===== src/rtl/rainbow_pkg.sv =====
// Shared constants for the hue_pwm_rainbow slice: mode encodings, colour bit
// offsets within an LED's 3-bit group, and the six hue-wheel segment indices.
package rainbow_pkg;

    typedef enum logic [1:0] {
        MODE_RUN   = 2'b00,
        MODE_PAUSE = 2'b01,
        MODE_FIXED = 2'b10,
        MODE_OFF   = 2'b11
    } mode_e;

    localparam int unsigned R_BIT = 2;
    localparam int unsigned B_BIT = 1;
    localparam int unsigned G_BIT = 0;

    typedef enum logic [2:0] {
        SEG_0 = 3'd0,
        SEG_1 = 3'd1,
        SEG_2 = 3'd2,
        SEG_3 = 3'd3,
        SEG_4 = 3'd4,
        SEG_5 = 3'd5
    } seg_e;

endpackage


===== src/rtl/rainbow_pwm_channel.sv =====
// One RGB LED: hue-to-RGB mapping, brightness scaling, frame-latched duty and
// active-low PWM compare. Optional gamma stage enabled by RAINBOW_GAMMA_EN.
module rainbow_pwm_channel
    import rainbow_pkg::*;
#(
    parameter int unsigned PWM_BITS = 8
) (
    input  logic                  clk,
    input  logic                  rst,
    input  logic [PWM_BITS+2:0]   hue,
    input  logic [PWM_BITS-1:0]   brightness,
    input  logic                  blank,
    input  logic [PWM_BITS-1:0]   pwm_cnt,
    input  logic                  frame_end,
    output logic [2:0]            led_n
);

    localparam int unsigned PW = PWM_BITS;
    localparam logic [PW-1:0] FS = '1;

    logic [2:0]          seg;
    logic [PW-1:0]       frac;
    logic [2:0][PW-1:0]  level;
    logic [2:0][PW-1:0]  scaled;
    logic [2:0][PW-1:0]  duty_src;
    logic [2:0][PW-1:0]  duty_d, duty_q;
    logic [2:0]          led_n_d, led_n_q;

    always_comb begin
        logic [2*PW-1:0] prod;
        prod  = '0;
        seg   = hue[PW+2:PW];
        frac  = hue[PW-1:0];
        level = '0;
        case (seg)
            SEG_0: begin level[R_BIT] = FS;        level[G_BIT] = frac;      end
            SEG_1: begin level[R_BIT] = FS - frac; level[G_BIT] = FS;        end
            SEG_2: begin level[G_BIT] = FS;        level[B_BIT] = frac;      end
            SEG_3: begin level[G_BIT] = FS - frac; level[B_BIT] = FS;        end
            SEG_4: begin level[R_BIT] = frac;      level[B_BIT] = FS;        end
            SEG_5: begin level[R_BIT] = FS;        level[B_BIT] = FS - frac; end
            default: ;
        endcase
        for (int unsigned c = 0; c < 3; c++) begin
            prod      = {{PW{1'b0}}, level[c]} * {{PW{1'b0}}, brightness};
            scaled[c] = prod[2*PW-1:PW];
        end
    end

`ifdef RAINBOW_GAMMA_EN
    logic [2:0][PW-1:0] gamma_d, gamma_q;

    always_comb begin
        logic [2*PW-1:0] sq;
        sq      = '0;
        gamma_d = '0;
        for (int unsigned c = 0; c < 3; c++) begin
            sq         = {{PW{1'b0}}, scaled[c]} * {{PW{1'b0}}, scaled[c]};
            gamma_d[c] = sq[2*PW-1:PW];
        end
    end

    always_ff @(posedge clk) begin
        if (rst) gamma_q <= '0;
        else     gamma_q <= gamma_d;
    end

    always_comb duty_src = gamma_q;
`else
    always_comb duty_src = scaled;
`endif

    // Duty only changes on the last count of a frame so a frame never mixes two duties.
    always_comb begin
        duty_d  = frame_end ? duty_src : duty_q;
        led_n_d = '1;
        for (int unsigned c = 0; c < 3; c++) begin
            led_n_d[c] = !(pwm_cnt < duty_q[c]);
        end
        if (blank) led_n_d = '1;
    end

    always_ff @(posedge clk) begin
        if (rst) begin
            duty_q  <= '0;
            led_n_q <= '1;
        end else begin
            duty_q  <= duty_d;
            led_n_q <= led_n_d;
        end
    end

    assign led_n = led_n_q;

endmodule


===== src/rtl/hue_pwm_rainbow.sv =====
// Rainbow hue sweeper: step timer, base hue register, shared PWM frame counter
// and per-LED channels. Optional gamma stage enabled by RAINBOW_GAMMA_EN.
module hue_pwm_rainbow
    import rainbow_pkg::*;
#(
    parameter  int unsigned CLK_HZ     = 24_000_000,
    parameter  int unsigned CYCLE_MS   = 10_000,
    parameter  int unsigned PWM_BITS   = 8,
    parameter  int unsigned N_LEDS     = 1,
    parameter  int unsigned PHASE_STEP = 256,
    localparam int unsigned HUE_MAX    = 6 * (2 ** PWM_BITS),
    localparam int unsigned HW         = $clog2(HUE_MAX)
) (
    input  logic                  clk,
    input  logic                  rst,
    input  logic [1:0]            mode,
    input  logic                  hue_load,
    input  logic [HW-1:0]         hue_in,
    input  logic [PWM_BITS-1:0]   brightness,
    output logic [3*N_LEDS-1:0]   led,
    output logic [HW-1:0]         hue_out,
    output logic                  wrap
);

    // Multiply before dividing in 64 bits so slow clocks do not truncate to zero.
    localparam logic [63:0] STEP_RAW =
        64'(CLK_HZ) * 64'(CYCLE_MS) / 64'd1000 / 64'(HUE_MAX);
    localparam int unsigned STEP_TICKS = (STEP_RAW > 64'd1) ? 32'(STEP_RAW) : 1;
    localparam int unsigned SW         = (STEP_TICKS > 1) ? $clog2(STEP_TICKS) : 1;
    localparam logic [SW-1:0] STEP_LAST = SW'(STEP_TICKS - 1);
    localparam logic [HW-1:0] HUE_LAST  = HW'(HUE_MAX - 1);

    logic [SW-1:0]       step_cnt_d, step_cnt_q;
    logic                step_tick;
    logic [HW-1:0]       hue_d, hue_q;
    logic                wrap_d, wrap_q;
    logic [PWM_BITS-1:0] pwm_cnt_d, pwm_cnt_q;
    logic                frame_end;
    logic                blank;

    always_comb begin
        step_tick  = (step_cnt_q == STEP_LAST);
        step_cnt_d = step_tick ? '0 : step_cnt_q + SW'(1);
        pwm_cnt_d  = pwm_cnt_q + PWM_BITS'(1);
        frame_end  = (pwm_cnt_q == '1);
        blank      = (mode == MODE_OFF);
        hue_d      = hue_q;
        wrap_d     = 1'b0;
        if (hue_load && (hue_in <= HUE_LAST)) begin
            hue_d = hue_in;
        end else if ((mode == MODE_RUN) && step_tick) begin
            if (hue_q == HUE_LAST) begin
                hue_d  = '0;
                wrap_d = 1'b1;
            end else begin
                hue_d = hue_q + HW'(1);
            end
        end
    end

    always_ff @(posedge clk) begin
        if (rst) begin
            step_cnt_q <= '0;
            hue_q      <= '0;
            wrap_q     <= 1'b0;
            pwm_cnt_q  <= '0;
        end else begin
            step_cnt_q <= step_cnt_d;
            hue_q      <= hue_d;
            wrap_q     <= wrap_d;
            pwm_cnt_q  <= pwm_cnt_d;
        end
    end

    assign hue_out = hue_q;
    assign wrap    = wrap_q;

    for (genvar i = 0; i < N_LEDS; i++) begin : g_led
        // Offset is reduced at elaboration, so one conditional subtract keeps the sum in range.
        localparam int unsigned OFFS = (i * PHASE_STEP) % HUE_MAX;

        logic [HW:0]   hue_sum;
        logic [HW-1:0] led_hue;

        always_comb begin
            hue_sum = {1'b0, hue_q} + (HW+1)'(OFFS);
            if (hue_sum >= (HW+1)'(HUE_MAX)) begin
                led_hue = HW'(hue_sum - (HW+1)'(HUE_MAX));
            end else begin
                led_hue = hue_sum[HW-1:0];
            end
        end

        rainbow_pwm_channel #(
            .PWM_BITS (PWM_BITS)
        ) u_channel (
            .clk        (clk),
            .rst        (rst),
            .hue        (led_hue),
            .brightness (brightness),
            .blank      (blank),
            .pwm_cnt    (pwm_cnt_q),
            .frame_end  (frame_end),
            .led_n      (led[3*i +: 3])
        );
    end

endmodule

===== config.mk =====
export PLATFORM = sky130hd
export DESIGN_NAME = hue_pwm_rainbow
export DESIGN_NICKNAME = d
export VERILOG_FILES = /design/src/rtl/rainbow_pkg.sv /design/src/rtl/rainbow_pwm_channel.sv /design/src/rtl/hue_pwm_rainbow.sv
export SDC_FILE = /design/constraint.sdc
export NUM_CORES = 1
export LEC_CHECK = 0
export ABC_AREA = 1
export CORE_MARGIN = 2
export CORE_UTILIZATION = 69
export CTS_CLUSTER_DIAMETER = 80
export DETAILED_ROUTE_END_ITERATION = 6
export PLACE_DENSITY = 0.89
export SLEW_MARGIN = 25
export SYNTH_ARGS = -nofsm -noshare
export SYNTH_HDL_FRONTEND = slang
export SYNTH_SLANG_ARGS = --single-unit

===== constraint.sdc =====
create_clock -name clk -period 14.9 [get_ports clk]
set_clock_uncertainty 0.1 [all_clocks]
set_input_delay 2.98 -clock clk [delete_from_list [all_inputs] [get_ports clk]]
set_output_delay 2.98 -clock clk [all_outputs]
set_load 0.03 [all_outputs]

Word-level counts from Yosys, hierarchy flattened:

Cells that the tools add are included.

* RAM bits: 0
* output and inout bits: 15
* register bits after elaboration: 65
* logic and storage cells: 53
* bits of input ports: 24
* bits in latches: 0
* bits in read-only memories: 0
* memories kept: 0

* multiplexer cells: 8
* bitwise logic cells: 1
* eq/ne operators: 9
* order comparisons: 5
* $add $sub $neg: 5
* div/mod/pow operators: 0
* shifts and indexed selects: 0
* multiply operators: 3
* reductions and logical operators: 14

Operators by type and width (number)
* $pmux W8 S3: 3
* $mul A8 B8 Y16: 3
* $mux W11: 4
* $lt A8 B8 Y1: 3
* $add A18 B1 Y18 const B: 1
* $eq A18 B18 Y1 const B: 1
* $add A11 B1 Y11 const B: 1
* $eq A11 B11 Y1 const B: 1
* $ge A11 B11 Y1 const B: 1
* $le A11 B11 Y1 const B: 1
* $sub A11 B11 Y11 const B: 1
* $reduce_or A2 Y1: 5
* $add A8 B1 Y8 const B: 1
* $eq A8 B8 Y1 const B: 1
* $sub A8 B8 Y8 const A: 1
* $eq A3 B2 Y1 const B: 2
* $eq A3 B3 Y1 const B: 2
* $eq A3 B1 Y1 const B: 1
* $logic_not A1 Y1: 3
* $logic_not A3 Y1: 1
* $reduce_or A3 Y1: 1
* $eq A2 B2 Y1 const B: 1
* $logic_and A1 B1 Y1: 2
* $logic_not A2 Y1: 1
* 3 further kinds: 3

Logic depth before layout (Yosys ltp):

Gate-level depths: netlist of run 1.

* depth in word-level cells: 6
* depth in mapped cells: 29
* gate-level depth less buffers: 29

By module:

From an unflattened synthesis of run 1, not the netlist that was laid out.

* cells, all modules: 1497
* area, all modules: 10281.1 um^2

By module, submodules not included
* rainbow_pwm_channel: times used 1, area an instance 7897.6 um^2, cells an instance 1125, sequential area each 540.5 um^2
* hue_pwm_rainbow: times used 1, area an instance 2383.5 um^2, cells an instance 372, sequential area each 760.7 um^2

Least setup slack after synthesis of run 1:

OpenSTA, ideal clock, no wires.

* kind: input to register
* start point: in brightness[7]
* end point: reg g_led[0].u_channel.duty_q[6] (netlist bit)
* setup time: 0.109 ns
* path buffers: 2
* stages on the path: 19
* setup slack: 7.673 ns
* data arrival time: 7.018 ns
* data required time: 14.691 ns
* path through: clkbuf_1 inv_1 clkbuf_1 nor2_1 fa_1 fa_1 fa_1 inv_1 fa_1 inv_1 ha_1 a21oi_1 o21ai_0 a221oi_1 nand2_1 nand2_1 nand3_1 nand2_1 inv_1

* longest elaborated chain between the ends: 1

RTL lines
* from (decl): RTL line hue_pwm_rainbow.sv:19 `input logic [PWM_BITS-1:0] brightness,`
* $mul A8 B8 Y16: RTL line rainbow_pwm_channel.sv:45 `prod = {{PW{1'b0}}, level[c]} * {{PW{1'b0}}, brightness};`
* to (signal assigned): RTL line rainbow_pwm_channel.sv:88 `duty_q <= duty_d;`
* to (decl): RTL line rainbow_pwm_channel.sv:26 `logic [2:0][PW-1:0] duty_d, duty_q;`

Every way passes these cells.
A chain may end at the register's enable or synchronous reset.

Worst setup path after layout of run 1:

* start point: in brightness[5]
* end point: reg g_led[0].u_channel.duty_q[6] (netlist bit)

The elaborated chain is that of the path after synthesis.

==> results.sh, run 1 <==
export IMPL_vias_per_cell=5.833
export IMPL_rsz0062_at_grt="false"
export IMPL_dieArea_um2=14900
export IMPL_syn_nets=1598
export IMPL_cap_violations=0
export IMPL_ir_worst_vdd_mv=0.1123
export IMPL_synth_seq_area_share_pct=13.53
export IMPL_p_leak_nw=5.298
export IMPL_clockRootBuffer="clkbuf_16"
export IMPL_setup_ws_ns=6.938
export IMPL_yosys_area_share_simple_pct=25.50
export IMPL_synth_area_um2=9617
export IMPL_chipWidth_um=122.1
export IMPL_post_cts_resized=0
export IMPL_fill_cells=1050
export IMPL_powerDensity_nw_per_um2=113.6
export IMPL_synthAdderAreaFrac_pct=38.51
export IMPL_grt_util_met2_pct=59.85
export IMPL_crit_type="in -> reg"
export IMPL_core_area_um2=13720
export IMPL_slew_headroom_pct=36.34
export IMPL_clockBufferDepth=2
export IMPL_synth_enable_flop_cells=0
export IMPL_clock_latency_ns=0.34
export IMPL_synth_top_cell_by_area="fa_1"
export IMPL_ios=39
export IMPL_async_flop_share_pct=0
export IMPL_track_usage_pct=36.05
export IMPL_r2r_slack_ns=8.64
export IMPL_synth_ff_latch_count=65
export IMPL_cts_tree="yes"
export IMPL_synth_top_family_by_area="adder cells"
export IMPL_final_nets=1624
export IMPL_routedWlPerCell_um=16.05
export IMPL_synth_compound_area_share_pct=10.79
export IMPL_hp_class="reg -> reg"
export IMPL_dp_hpwl_um=19840
export IMPL_ctsHoldBuffers=0
export IMPL_maxSlewViolCount=0
export IMPL_routed_wl_um=24920
export IMPL_grt_max_degree=36
export IMPL_synth_area_leaders="fa_1 22%, ha_1 17%, dfxtp_1 14%"
export IMPL_diodes=0
export IMPL_port_buffers=38
export IMPL_hold_violations=0
export IMPL_setup_viol=0
export IMPL_area_growth_pct=8.483
export IMPL_grt_pass1_vias=9027
export IMPL_post_cts_buffers=0
export IMPL_status="complete, no violations"
export IMPL_max_freq_ghz=0.1256
export IMPL_syn_inst=1341
export IMPL_cp_required_ns=15.04
export IMPL_cp_arrival_ns=8.10
export IMPL_synthFlopType="dfxtp_1"
export IMPL_start_util_pct=70.10
export IMPL_dr_pass1_iters=5
export IMPL_layout_common_cells="243 x inv_1, 229 x nor2_1, 213 x nand2_1"
export IMPL_gr_total_overflow=0
export IMPL_end_kind="flop"
export IMPL_synth_xor_area_share_pct=0.7286
export IMPL_fin_tns_setup_ns=0
export IMPL_cts_htree_levels=3
export IMPL_fin_crit_ns=7.962
export IMPL_rows=43
export IMPL_die_h_um=122.1
export IMPL_tightest_slew_ns=0.9507
export IMPL_grt_use_met3_pct=7.912
export IMPL_final_common_cell="inv_1"
export IMPL_cts_made_buffers=9
export IMPL_crit_fanout=18
export IMPL_yosysWarnings=0
export IMPL_avgSynthCellArea_um2=7.171
export IMPL_synthMuxAreaShare_pct=0
export IMPL_grt_use_met1_pct=44.82
export IMPL_ant_nets=0
export IMPL_post_synth_num_cell_types=44
export IMPL_startpoint_type="primary input"
export IMPL_dp_slack_ns=6.695
export IMPL_grt_pass1_wl_um=42360
export IMPL_drtIter0Drc=750
export IMPL_post_route_drc_count=0
export IMPL_yosys_area_top_type_share_pct=21.86
export IMPL_cts_reportedPaths_clkPinSlew_ns=0.06
export IMPL_finalCritPeriodShare_pct=53.44
export IMPL_drive_above_1_share_pct=3.936
export IMPL_numClockSinks=65
export IMPL_grt_busiest_layer="met2"
export IMPL_num_vias=9053
export IMPL_antenna_found_initial=0
export IMPL_gp_congestion=0.9714
-- registers in the layout, indices dropped and copies added, names as in the netlist --
name and count:
step_cnt_q 18, g_led.u_channel.duty_q 24, wrap 1, pwm_cnt_q 8
hue_out 11, g_led.u_channel.led_n 3
-- Yosys cell counts, types with 3 or more instances --
library cell,number
o21bai_1,4
o211ai_1,10
a21o_1,7
a221oi_1,5
inv_2,7
nand3_1,62
nor2_2,7
a21boi_0,3
nor3b_1,4
clkbuf_1,20
clkinv_1,5
ha_1,128
nand2_2,7
nand4_1,13
nor3_1,19
nand3b_1,5
dfxtp_1,65
inv_1,243
nor2_1,229
nand2_1,213
or2_2,3
buf_2,4
a21oi_1,77
o21ai_1,5
xnor2_1,3
o21ai_0,41
a31oi_1,17
nand3_2,5
fa_1,105
xor2_1,5
-- where the power goes --
group,internal [W],switching (W)
Clock,0.000131,0.0000844
Combinational,0.000288,0.000498
Sequential,0.000178,0.00000572
-- per-layer routing --
metal	wire length (um)	share of wire (%)
met1	10110	41
met2	11630	47
met3	2142	8.6
met4	1037	4.2
met5	0	0
-- stage by stage --
| stage | instance area [um^2] | hold slack (ns) | util (%) | cells | total power [W] |
|---|---|---|---|---|---|
| 3_3_place_gp | 10130 | 0.3446 | 73.87 | 1536 | 0.0009333 |
| 5_1_grt | 10430 | 0.4058 | 76.04 | 1552 | 0.001315 |
| 6_report | 10430 | 0.3643 | 76.04 | 1552 | 0.001185 |
| 2_1_floorplan | 9617 | 0.3297 | - | 1341 | 0.0007729 |
| 3_5_place_dp | 10130 | 0.3530 | 73.87 | 1536 | 0.0009513 |
| 4_1_cts | 10440 | 0.3672 | 76.08 | 1552 | 0.001173 |
-- path summary, 6_finish.rpt --
check,start,to,depth (start not counted)
worst max-delay path,brightness[5],g_led[0].u_channel.duty_q[6],18
worst min-delay path,pwm_cnt_q[0],pwm_cnt_q[0],1
worst max register to register,hue_out[9],g_led[0].u_channel.duty_q[23],21
worst min register to register,pwm_cnt_q[0],pwm_cnt_q[0],1
-- cells by family (layout without fill, tap and decap cells) --
kind of cell,Yosys count,after routing
AO/OA/AOI/OAI,179,179
XOR/XNOR,8,8
flip-flops,65,65
AND/OR/NAND/NOR,577,577
buffers and inverters,279,310
adder cells (fa/ha/maj),233,233
-- critical path: stages --
cell             delay (ns)
clkdlybuf4s50_1        0.66
clkinv_1               0.58
nor2_1                 0.31
fa_1                   0.47
fa_1                   0.53
fa_1                   0.55
inv_1                  0.06
fa_1                   0.54
inv_1                  0.05
ha_1                   0.35
a21oi_1                0.17
o21ai_0                0.15
a221oi_1               0.35
nand2_1                0.09
nand2_1                0.07
nand3_1                0.06
nand2_1                0.08
inv_1                  0.04
-- area by class of cell --
type / instances / area [um^2] / share of cell area (%)
well taps: 180 / 225.2 / 2.159
inverters: 255 / 957.2 / 9.175
flip-flops and latches: 65 / 1301 / 12.47
clock buffers: 9 / 225.2 / 2.159
clock inverters: 7 / 77.57 / 0.7436
repair buffers: 39 / 382.9 / 3.670
multi-input cells: 997 / 7263 / 69.62
Note: power is estimated with default switching activity, not from simulation.
==> run 2, diff against run 1 <==
Settings changed: CORE_UTILIZATION 69 to 58, PLACE_DENSITY 0.89 to 0.8.
Clock period 14.9 ns to 6.42 ns, I/O delays scaled along.
==> run 2 against run 1 <==
Effect of this change:
- via count fell by 0.36%
- count of clock-buffer cells in the layout rose by 1
- first-iteration DRC count rose by 2.8%
- setup slack got worse by 6.5 ns
- critical path depth rose by 5
- wire length rose by 0.30%
- design area rose by 2.8%
- largest power group unchanged
==> results.sh, run 2 (synthesized netlist as in run 1, its figures left out) <==
export IMPL_cp_required_ns=6.59
export IMPL_crit_fanout=8
export IMPL_cap_violations=0
export IMPL_tightest_slew_ns=0.7169
export IMPL_dr_pass1_iters=7
export IMPL_dp_slack_ns=0.4021
export IMPL_vias_per_cell=5.582
export IMPL_area_growth_pct=11.53
export IMPL_grt_pass1_wl_um=42410
export IMPL_grt_use_met1_pct=37.76
export IMPL_fill_cells=1455
export IMPL_rows=47
export IMPL_fin_tns_setup_ns=0
export IMPL_setup_ws_ns=0.4346
export IMPL_core_area_um2=16410
export IMPL_numClockSinks=65
export IMPL_die_h_um=132.8
export IMPL_drtIter0Drc=771
export IMPL_track_usage_pct=29.79
export IMPL_max_stage_delay_ns=0.58
export IMPL_drive_above_1_share_pct=5.802
export IMPL_post_cts_buffers=0
export IMPL_worstPathCellList="ha_1 -> inv_2 -> nand3_1 -> nand2_2 -> inv_2 -> o21ai_0 -> o21ai_1 -> nor2_1 -> fa_1 -> fa_1 -> fa_1 -> inv_1 -> fa_1 -> inv_1 -> ha_1 -> a21o_1 -> a31oi_1 -> nor2_1 -> nor3_1 -> nand3_1 -> nand2_1 -> nor2_1 -> nor2_1"
export IMPL_powerDensity_nw_per_um2=263.0
export IMPL_port_buffers=38
export IMPL_dieArea_um2=17630
export IMPL_clockBufferDepth=2
export IMPL_clock_latency_ns=0.34
export IMPL_cts_tree="yes"
export IMPL_crit_family="adder cells"
export IMPL_post_route_drc_count=0
export IMPL_gr_total_overflow=0
export IMPL_routedWlPerCell_um=15.47
export IMPL_diodes=0
export IMPL_grt_pass1_vias=9068
export IMPL_cp_arrival_ns=6.16
export IMPL_max_freq_ghz=0.1671
export IMPL_setup_viol=0
export IMPL_crit_type="reg -> reg"
export IMPL_ir_worst_vdd_mv=0.2628
export IMPL_dp_hpwl_um=19920
export IMPL_start_util_pct=58.61
export IMPL_power_w=0.002821
export IMPL_ant_nets=0
export IMPL_fin_crit_ns=5.985
export IMPL_startpoint_type="flop"
export IMPL_end_kind="flop"
export IMPL_antenna_found_initial=0
export IMPL_gp_congestion=0.9684
export IMPL_ios=39
export IMPL_layout_common_cells="243 x inv_1, 229 x nor2_1, 213 x nand2_1"
export IMPL_grt_busiest_layer="met2"
export IMPL_hp_class="reg -> reg"
export IMPL_cts_htree_levels=3
export IMPL_largest_reg_flops=24
export IMPL_slowest_stage="o21ai_1"
export IMPL_maxSlewViolCount=0
export IMPL_chipWidth_um=132.8
export IMPL_grt_util_met2_pct=49.68
export IMPL_num_vias=9020
export IMPL_cts_reportedPaths_clkPinSlew_ns=0.06
export IMPL_cts_made_buffers=9
export IMPL_largest_register="g_led.u_channel.duty_q"
export IMPL_crit_buf_inv=4
export IMPL_finalCritPeriodShare_pct=93.23
export IMPL_final_nets=1648
export IMPL_clockRootBuffer="clkbuf_16"
export IMPL_slew_headroom_pct=51.88
export IMPL_final_common_cell="inv_1"
export IMPL_routed_wl_um=24990
export IMPL_hold_violations=0
export IMPL_utilization_pct=65.37
export IMPL_grt_use_met3_pct=5.632
export IMPL_grt_max_degree=36
export IMPL_status="complete, no violations"
export IMPL_rsz0062_at_grt="false"
export IMPL_p_leak_nw=5.433
run 2: cell count changes in the layout (fill, tap and decap cells not counted), sizes merged:
cell / previous run / this run
clkinv: 8 / 6
inv: 252 / 251
buf: 2 / 26
clkbuf: 9 / 10
bufinv: 1 / 3
run 2: worst register-to-register path: cells and delay by family, from the launching register on:
| family | cells | cell delay [ns] |
|---|---|---|
| adders and majority gates | 6 | 2.91 |
| DFF | 1 | 0.46 |
| AOI/OAI and AO/OA | 4 | 1.15 |
| and+or+nand+nor | 9 | 0.94 |
| buffers and inverters | 4 | 0.37 |
run 2: per-stage QoR:
step                      instances  hold slack (ns)  instance area [um^2]
after floorplan                1341           0.3297                  9617
after global placement         1600           0.3453                 10360
after detailed placement       1600           0.3544                 10360
after CTS                      1616           0.3753                 10710
after global routing           1616           0.3908                 10730
final                          1616           0.3785                 10730
run 2: path summary, 6_finish.rpt:
check	slack (ns)	startpoint	end	depth (start not counted)
setup / recovery	0.43	hue_out[9]	g_led[0].u_channel.duty_q[7]	23
hold / removal	0.38	pwm_cnt_q[0]	pwm_cnt_q[0]	1
setup reg to reg	0.43	hue_out[9]	g_led[0].u_channel.duty_q[7]	23
hold reg to reg	0.38	pwm_cnt_q[0]	pwm_cnt_q[0]	1
run 2: cell type report:
cell class	count	area, um^2	area share [%]
clock buffer	10	229.0	2.135
inverter	255	957.2	8.924
sequential	65	1301	12.13
tap	220	275.3	2.566
multi-input combinational	997	7284	67.92
timing repair buffer	63	563.0	5.250
clock inverter	6	115.1	1.073
run 2: report_power, final:
part / leakage (nW) / total, W / internal, W / switching [W]
logic: 4.74 / 0.00182 / 0.000676 / 0.00114
clock network: 0.163 / 0.000580 / 0.000382 / 0.000198
registers: 0.527 / 0.000426 / 0.000412 / 0.0000134
run 2: metal layers:
layer | vias up | part of all wire, %
met5 | - | 0
met1 | 4293 | 42
met4 | 0 | 3.7
li1 | 4351 | -
met2 | 319 | 47
met3 | 57 | 7.0
run 2: repair_timing:
item / CTS / global route
setup endpoints to repair: 0 / 4
hold buffers: 0 / 0
resized for setup: 0 / 4
